$ cat src/rtl/pos_list_ctrl.sv
// pos_list_ctrl
// -------------
// Sits in front of the dual-port position RAM. Positions streamed in from the
// move generator are written through port A while the list is being filled.
// Once the list is closed they are read back through port B and presented in
// order on a valid/ready stream. A 2-entry skid FIFO hides the RAM's 1-cycle
// read latency, so the output runs at 1 position/cycle under backpressure.
//
// Optional feature macro: POS_LIST_REPLAY_EN
//   defined   : replay in DONE re-drains the completed list.
//   undefined : replay is ignored; DONE exits only via clear or reset.
//
// The list depth comes from the `MAX_POSITIONS macro (defaults to 8 here when
// the parent build does not define it).
//
// Ports
//   clk, reset        clock, asynchronous active-high reset
//   clear             pulse: discard list, start a new fill (highest priority)
//   close             pulse: end of list (FILL only)
//   replay            pulse: re-drain completed list (optional feature)
//   in_valid/in_ready/in_data              upstream position stream
//   out_valid/out_ready/out_data/out_index/out_last   downstream stream
//   done              one-cycle pulse when a drain completes or an empty list closes
//   count             number of entries stored (0..`MAX_POSITIONS)
//   overflow          sticky: a beat was dropped because the list was full
//   ram_a_*           RAM port A (write side)
//   ram_b_*           RAM port B (read side; write enable tied low)

`ifndef MAX_POSITIONS
`define MAX_POSITIONS 8
`endif

module pos_list_ctrl #(
  parameter int RAM_WIDTH          = 0,
  parameter int MAX_POSITIONS_LOG2 = $clog2(`MAX_POSITIONS),
  // The parent always overrides RAM_WIDTH; clamping keeps the default
  // elaboration legal instead of producing a [-1:0] bus.
  localparam int DW = (RAM_WIDTH > 0) ? RAM_WIDTH : 1,
  localparam int AW = MAX_POSITIONS_LOG2,
  localparam int CW = MAX_POSITIONS_LOG2 + 1
) (
  input  logic          clk,
  input  logic          reset,
  input  logic          clear,
  input  logic          close,
  input  logic          replay,
  input  logic          in_valid,
  output logic          in_ready,
  input  logic [DW-1:0] in_data,
  output logic          out_valid,
  input  logic          out_ready,
  output logic [DW-1:0] out_data,
  output logic [AW-1:0] out_index,
  output logic          out_last,
  output logic          done,
  output logic [CW-1:0] count,
  output logic          overflow,
  output logic          ram_a_wr_en,
  output logic [AW-1:0] ram_a_addr,
  output logic [DW-1:0] ram_a_wr_data,
  output logic          ram_b_wr_en,
  output logic [AW-1:0] ram_b_addr,
  input  logic [DW-1:0] ram_b_rd_data
);

  localparam logic [1:0] S_IDLE  = 2'd0;
  localparam logic [1:0] S_FILL  = 2'd1;
  localparam logic [1:0] S_DRAIN = 2'd2;
  localparam logic [1:0] S_DONE  = 2'd3;

  localparam logic [CW-1:0] MAX_C = CW'(`MAX_POSITIONS);
  localparam logic [CW-1:0] ONE_C = CW'(1);

  logic [1:0]    state_q, state_d;
  logic [CW-1:0] count_q, count_d;
  logic          overflow_q, overflow_d;
  logic [CW-1:0] rd_ptr_q, rd_ptr_d;
  logic          done_q, done_d;

  // Read issued last cycle; its data is on ram_b_rd_data this cycle.
  logic          inflight_q, inflight_d;
  logic [AW-1:0] inflight_idx_q, inflight_idx_d;

  // Skid FIFO, entry 0 is the head and drives the output directly.
  logic [1:0]    fifo_cnt_q, fifo_cnt_d;
  logic [DW-1:0] fifo_data_q [2];
  logic [DW-1:0] fifo_data_d [2];
  logic [AW-1:0] fifo_idx_q  [2];
  logic [AW-1:0] fifo_idx_d  [2];

  logic          beat;
  logic          list_full;
  logic          wr_fire;
  logic          pop;
  logic          issue;
  logic [1:0]    cnt_after_pop;
  logic [CW-1:0] count_after_beat;

  // ---------------------------------------------------------------------
  // Write path (combinational from in_valid/in_data)
  // ---------------------------------------------------------------------
  assign in_ready      = (state_q == S_FILL);
  // A beat coinciding with clear belongs to the discarded list.
  assign beat          = in_ready & in_valid & ~clear;
  assign list_full     = (count_q == MAX_C);
  assign wr_fire       = beat & ~list_full;

  assign ram_a_wr_en   = wr_fire;
  assign ram_a_addr    = count_q[AW-1:0];
  assign ram_a_wr_data = in_data;

  assign ram_b_wr_en   = 1'b0;
  assign ram_b_addr    = rd_ptr_q[AW-1:0];

  // ---------------------------------------------------------------------
  // Output stream from the FIFO head
  // ---------------------------------------------------------------------
  assign out_valid = (fifo_cnt_q != 2'd0);
  assign out_data  = fifo_data_q[0];
  assign out_index = fifo_idx_q[0];
  assign out_last  = out_valid & ({1'b0, fifo_idx_q[0]} == (count_q - ONE_C));
  assign pop       = out_valid & out_ready;

  assign done      = done_q;
  assign count     = count_q;
  assign overflow  = overflow_q;

  // Occupancy is taken after this cycle's pop so a read can be issued in the
  // same cycle an entry leaves; otherwise a bubble appears every other beat.
  assign cnt_after_pop = fifo_cnt_q - {1'b0, pop};
  assign issue = (state_q == S_DRAIN) & ~clear & (rd_ptr_q < count_q) &
                 ((cnt_after_pop + {1'b0, inflight_q}) < 2'd2);

  // ---------------------------------------------------------------------
  // Control FSM
  // ---------------------------------------------------------------------
  always_comb begin
    state_d          = state_q;
    overflow_d       = overflow_q;
    rd_ptr_d         = rd_ptr_q;
    done_d           = 1'b0;
    count_after_beat = count_q + (wr_fire ? ONE_C : '0);
    count_d          = count_after_beat;

    if (beat && list_full) begin
      overflow_d = 1'b1;
    end
    if (issue) begin
      rd_ptr_d = rd_ptr_q + ONE_C;
    end

    case (state_q)
      S_IDLE: begin
      end
      S_FILL: begin
        // close sees the count including a beat in the same cycle.
        if (close) begin
          if (count_after_beat == '0) begin
            state_d = S_DONE;
            done_d  = 1'b1;
          end else begin
            state_d  = S_DRAIN;
            rd_ptr_d = '0;
          end
        end
      end
      S_DRAIN: begin
        if (pop && out_last) begin
          state_d = S_DONE;
          done_d  = 1'b1;
        end
      end
      S_DONE: begin
`ifdef POS_LIST_REPLAY_EN
        if (replay) begin
          state_d  = S_DRAIN;
          rd_ptr_d = '0;
        end
`endif
      end
      default: state_d = S_IDLE;
    endcase

    if (clear) begin
      state_d    = S_FILL;
      count_d    = '0;
      overflow_d = 1'b0;
      rd_ptr_d   = '0;
      done_d     = 1'b0;
    end
  end

`ifndef POS_LIST_REPLAY_EN
  logic unused_replay;
  assign unused_replay = replay;
`endif

  // ---------------------------------------------------------------------
  // Read pipeline and skid FIFO
  // ---------------------------------------------------------------------
  always_comb begin
    fifo_data_d = fifo_data_q;
    fifo_idx_d  = fifo_idx_q;

    if (pop) begin
      fifo_data_d[0] = fifo_data_q[1];
      fifo_idx_d[0]  = fifo_idx_q[1];
    end
    // The issue rule guarantees at most one entry remains after a pop
    // whenever a read is returning, so the push slot is 0 or 1.
    if (inflight_q) begin
      fifo_data_d[cnt_after_pop[0]] = ram_b_rd_data;
      fifo_idx_d[cnt_after_pop[0]]  = inflight_idx_q;
    end
    fifo_cnt_d     = cnt_after_pop + {1'b0, inflight_q};

    inflight_d     = issue;
    inflight_idx_d = rd_ptr_q[AW-1:0];

    // Flush queued entries and squash the read that is returning now.
    if (clear) begin
      fifo_cnt_d = 2'd0;
      inflight_d = 1'b0;
    end
  end

  // ---------------------------------------------------------------------
  // Registers
  // ---------------------------------------------------------------------
  always_ff @(posedge clk or posedge reset) begin
    if (reset) begin
      state_q        <= S_IDLE;
      count_q        <= '0;
      overflow_q     <= 1'b0;
      rd_ptr_q       <= '0;
      done_q         <= 1'b0;
      inflight_q     <= 1'b0;
      inflight_idx_q <= '0;
      fifo_cnt_q     <= 2'd0;
      for (int i = 0; i < 2; i++) begin
        fifo_data_q[i] <= '0;
        fifo_idx_q[i]  <= '0;
      end
    end else begin
      state_q        <= state_d;
      count_q        <= count_d;
      overflow_q     <= overflow_d;
      rd_ptr_q       <= rd_ptr_d;
      done_q         <= done_d;
      inflight_q     <= inflight_d;
      inflight_idx_q <= inflight_idx_d;
      fifo_cnt_q     <= fifo_cnt_d;
      for (int i = 0; i < 2; i++) begin
        fifo_data_q[i] <= fifo_data_d[i];
        fifo_idx_q[i]  <= fifo_idx_d[i];
      end
    end
  end

endmodule

$ cat config.mk
export PLATFORM = sky130hd
export DESIGN_NAME = pos_list_ctrl
export DESIGN_NICKNAME = d
export VERILOG_FILES = /design/src/rtl/pos_list_ctrl.sv
export SDC_FILE = /design/constraint.sdc
export NUM_CORES = 1
export LEC_CHECK = 0
export CAP_MARGIN = 20
export CELL_PAD_IN_SITES_DETAIL_PLACEMENT = 1
export CELL_PAD_IN_SITES_GLOBAL_PLACEMENT = 1
export CORE_ASPECT_RATIO = 1.5
export CORE_UTILIZATION = 38
export CTS_CLUSTER_DIAMETER = 150
export CTS_CLUSTER_SIZE = 24
export DETAILED_ROUTE_END_ITERATION = 10
export GPL_ROUTABILITY_DRIVEN = 0
export PLACE_DENSITY = 0.81
export SYNTH_ARGS = -nofsm -noshare
export SYNTH_HDL_FRONTEND = slang
export SYNTH_SLANG_ARGS = --single-unit
$ cat constraint.sdc
create_clock -name clk -period 3.64 [get_ports clk]
set_input_delay 0.728 -clock clk [delete_from_list [all_inputs] [get_ports clk]]
set_output_delay 0.728 -clock clk [all_outputs]
set_load 0.005 [all_outputs]
=== Word level (Yosys, flattened, before mapping) ===
Cells that the tools add are included.

* Input port bits: 9
* Register bits: 26

* Bitwise logic cells: 11
* Add/sub/neg operators: 5
* Multiplexer cells: 31
* Reduce and logical (&&, ||, !) cells: 8
* Eq/ne operators: 6
* Order comparisons: 4

{| class="wikitable"
|+ Operator list
! kind !! count
|-
| 4-bit 2-to-1 mux || 6
|-
| 1-bit 2-to-1 mux || 11
|-
| 2-bit 2-to-1 mux || 5
|-
| 1-bit AND || 8
|-
| 6-bit bitwise mux || 1
|-
| 3-bit 2-to-1 mux || 2
|-
| 6-bit 2-to-1 mux || 1
|-
| 4-bit by 1-bit adder with 4-bit output || 1
|-
| 4-bit by 1-bit adder with 4-bit output, second input constant || 1
|-
| 3-bit by 4-bit == test with 1-bit output || 1
|-
| 4-bit == test, second input constant || 1
|-
| 4-bit logical NOT || 1
|-
| 4-bit < comparator || 1
|-
| 2-bit case mux with 2 select lines || 1
|-
| 2-bit nonzero test || 2
|-
| 4-bit by 1-bit subtractor with 4-bit output, second input constant || 1
|-
| 3-bit demux with 1-bit select || 1
|-
| 1-bit logical AND || 3
|-
| 3-bit by 2-bit inequality test with 1-bit output, second input constant || 1
|-
| 3-bit inequality test, second input constant || 1
|-
| 3-bit AND reduction || 1
|-
| 3-bit nonzero test || 1
|-
| 2-bit by 1-bit adder with 2-bit output || 1
|-
| 2-bit bitwise mux || 1
|-
| 10 further kinds || 11
|}

=== Longest topological paths before layout ===
* Word-level depth: 11
* Gate-level depth with buffers: 11

=== Least setup slack after synthesis ===
Ideal clock, no wire load.

* Kind: input to register
* From: input port out_ready
* To: register rd_ptr_q[3]
* Setup time: 0.077 ns
* Stages on the path: 10
* Slack: 0.953 ns
* Arrival time: 2.610 ns
* Path through: nand2_1 inv_1 ha_1 inv_1 ha_1 xor2_1 xnor2_1 o2111ai_2 or3_1 a21oi_1

* Cells in the longest elaborated chain, start to end: 10

{| class="wikitable"
|+ Ends and longest elaborated chain
! element !! line !! source
|-
| start, declared || 51 || <nowiki>input logic out_ready,</nowiki>
|-
| 1-bit AND (*) || 122 || <nowiki>assign pop = out_valid & out_ready;</nowiki>
|-
| 2-bit by 1-bit subtractor with 2-bit output (*) || 130 || <nowiki>assign cnt_after_pop = fifo_cnt_q - {1'b0, pop};</nowiki>
|-
| 2-bit by 1-bit adder with 2-bit output (*) || 132 || <nowiki>((cnt_after_pop + {1'b0, inflight_q}) < 2'd2);</nowiki>
|-
| 2-bit < comparator (*) || 132 ||
|-
| 1-bit AND (*) || 131 || <nowiki>assign issue = (state_q == S_DRAIN) & ~clear & (rd_ptr_q < count_q) &</nowiki>
|-
| 4-bit 2-to-1 mux (*) || 148 || <nowiki>if (issue) begin</nowiki>
|-
| 4-bit 2-to-1 mux || 158 || <nowiki>if (count_after_beat == '0) begin</nowiki>
|-
| 4-bit 2-to-1 mux || 157 || <nowiki>if (close) begin</nowiki>
|-
| 4-bit 2-to-1 mux (*) || 152 || <nowiki>case (state_q)</nowiki>
|-
| 4-bit 2-to-1 mux (*) || 184 || <nowiki>if (clear) begin</nowiki>
|-
| via rd_ptr_d[3] || 77 || <nowiki>logic [CW-1:0] rd_ptr_q, rd_ptr_d;</nowiki>
|-
| end signal, assigned || 248 || <nowiki>rd_ptr_q <= rd_ptr_d;</nowiki>
|-
| end, declared || 77 ||
|}

The timed path passes the listed nets; every way through them passes the cells marked *.
A chain may end at the register's enable or synchronous reset.

=== Worst setup path after layout ===
Same ends and word-level chain as after synthesis.

==> impl_metrics.ini <==
[setup_path]
critical_path_class = in -> reg
crit_path_max_fanout = 7
reg2reg_depth = 11
rrSetupSlack_ns = 0.82
cp_data_arrival_time_ns = 3.17
critPathRequiredTime_ns = 3.84
r2r_end = rd_ptr_q[3]
r2r-start = fifo_cnt_q[1]
endpoint_kind = flop
cp-start-kind = primary input

[cells_and_area]
seqCellArea_um2 = 651
post-route-util_pct = 50.3
areaGrowthSynthToFinish_pct = 23.8
fillers = 389
multi_input_area_um2 = 624
nets = 179
drive_above_1_share_pct = 9.49
insertedDiodeCount = 0

[detailed_routing]
via_per_inst = 5.13
drtIter0Drc = 6
vias = 1026
wl_um = 3190
ant_nets = 0
drc = 0
dr.pass1.iters = 3
routedWlPerCell_um = 15.9

[clocking]
cts_buffers = 3
clock_sinks = 26
insertion_delay_ns = 0.27
postCtsSetupBuffers = 0
cts-root-buf = clkbuf_8
htreeDepth = 1
cts_tree = built
postCtsHoldBufs = 0
max-clock-path-buffers = 2
path_clk_slew_ns = 0.09
cts_resized = 0

[synth]
synthFlopType = dfrtp_1
ys_top_cells_by_count = dfrtp_1 (26), inv_1 (13), buf_4 (11), ha_1 (11), nor2_1 (11)
yosysTopAreaCellShare_pct = 46.0
avgSynthCellArea_um2 = 10.2
netlist_area_um2 = 1410
synth-adder-area-share_pct = 9.73
synth-seq-area-share_pct = 46.0
syn-num-nets = 158
syn-instance-count = 138
synthTopCellsByArea = dfrtp_1 (46%), ha_1 (9.7%), buf_4 (5.8%), xnor2_1 (3.7%), mux2i_1 (3.5%)
async_flop_share_pct = 100
synth.most_common_cell = dfrtp_1
synth-simple-area-share_pct = 12.7
synth_edf_count = 0
ys_ff_latch = 26
synthMuxAreaShare_pct = 6.73
ys_types = 32
synth_top_family_by_area = simple AND/OR/NAND/NOR gates
yosysWarnings = 0
synth-xor-area-share_pct = 4.96
synth-compound-area-share_pct = 9.73
synth.largest_area_cell = dfrtp_1

[timing]
whs_ns = 0.502
drv_slew = 0
fin_crit_ns = 2.97
hold_viol_final = 0
tns_ns = 0
skew_ns = 0.00499
period_share_pct = 81.6
rsz0062_at_grt = false
timing.fmax_ghz = 0.337
setup_slack_ns = 0.671
setup_violations = 0

[power]
p_total_uw = 696
powerDensity_nw_per_um2 = 397
power_frac_comb_pct = 20.4
leakagePower_nw = 0.849
p_int_uw = 524
ir_drop_v = 0.000259
switching_share_pct = 24.6
p_switching_uw = 171
power_frac_seq_pct = 44.9
clkPwrFrac_pct = 34.7

[run_status]
outcome = complete, no violations

[min_path]
min-delay-start = inflight_idx_q[1]
hold_class = reg -> reg
holdPathStages = 2
hold_end = out_index[1]

[floorplan]
die_height_um = 76.7
rows = 26
start_util_pct = 40.6
fp.coreArea_um2 = 3480
io_pins = 31
dieArea_um2 = 3970
dieWidth_um = 51.8

[placed_design]
dpl.hpwl_um = 2390
portBuffers = 26
dp_slack_ns = 0.392

[grt]
grt_pass1_wl_um = 5500
grt_pass1_vias = 1101
overflow = 0
antenna_found_initial = 0
grt_use_total_pct = 18.3
grt_max_degree = 27

[job]
max-cap-violations = 0
==> layout by cell type (no fill, tap or decap) <==
master and count:
or3_1 3, a311oi_1 1, nor3_1 2, buf_4 2, nand2b_1 1, conb_1 1
inv_1 13, a2bb2oi_1 1, clkdlybuf4s50_1 26, a31oi_1 2, clkbuf_8 3, xor2_1 2
or4_1 1, mux2_2 4, o41ai_1 1, a31o_2 1, bufinv_16 1, a21oi_1 2
and2_1 1, o21ai_0 9, nor2b_1 3, o2111ai_2 1, mux2i_1 5, nand3_1 4
and3_1 2, or2_2 1, ha_1 11, nand2_1 7, nand4_1 1, o31ai_1 1
xnor2_1 6, dfrtp_1 26, buf_16 1, nor2_1 11, a211oi_2 1
==> per-layer routing <==
metal,track usage (%),vias up,wire length (um)
met5,0,-,0
met4,6.49,0,38
met3,1.79,4,52
met2,31.9,12,1710
met1,22.7,513,1390
li1,-,497,-
==> power by group through the flow <==
| stage | registers [mW] | logic, mW | clock network, mW |
|---|---|---|---|
| 5_1_grt | 0.315 | 0.157 | 0.257 |
| 2_1_floorplan | 0.316 | 0.0830 | 0 |
| 3_5_place_dp | 0.318 | 0.140 | 0 |
| 4_1_cts | 0.312 | 0.141 | 0.248 |
| 3_3_place_gp | 0.317 | 0.133 | 0 |
| 6_report | 0.312 | 0.142 | 0.241 |
==> worst max-delay path: stages <==
cell and delay (ns):
clkdlybuf4s50_1 0.45, nand2_1 0.06, inv_1 0.08, ha_1 0.24
inv_1 0.06, ha_1 0.30, xor2_1 0.22, xnor2_1 0.20
o2111ai_2 0.28, or3_1 0.41, a21oi_1 0.14
==> area by class of cell <==
cell class / instances / share of cell area (%)
multi-input cells: 86 / 35.7
clock inverters: 1 / 1.72
clock buffers: 3 / 2.36
inverters: 13 / 2.79
flip-flops and latches: 26 / 37.2
well taps: 42 / 3.00
repair buffers: 29 / 17.3
==> metrics by stage <==
step	instances	area, um^2
6_report	200	1750
5_1_grt	200	1750
4_1_cts	199	1720
3_5_place_dp	195	1650
3_3_place_gp	195	1650
2_1_floorplan	138	1410
==> worst max-delay path by stage <==
stage	from	to	cells past startpoint	slack (ns)
2_1_floorplan	out_ready	rd_ptr_q[3]	10	0.95
3_3_place_gp	out_ready	rd_ptr_q[3]	11	0.49
3_5_place_dp	out_ready	rd_ptr_q[3]	11	0.39
4_1_cts	out_ready	rd_ptr_q[3]	11	0.66
5_1_grt	out_ready	rd_ptr_q[3]	11	0.51
6_report	out_ready	rd_ptr_q[3]	11	0.67
==> cells by family (layout without fill, tap and decap cells) <==
family | count (synthesis) | in the layout
DFF | 26 | 26
muxes | 9 | 9
xor gates and xnor gates | 8 | 8
adders and majority gates | 11 | 11
and+or+nand+nor | 37 | 37
buffers and inverters | 26 | 46
AOI/OAI and AO/OA | 20 | 20
other | 1 | 1
(Power assumes the default switching activity.)
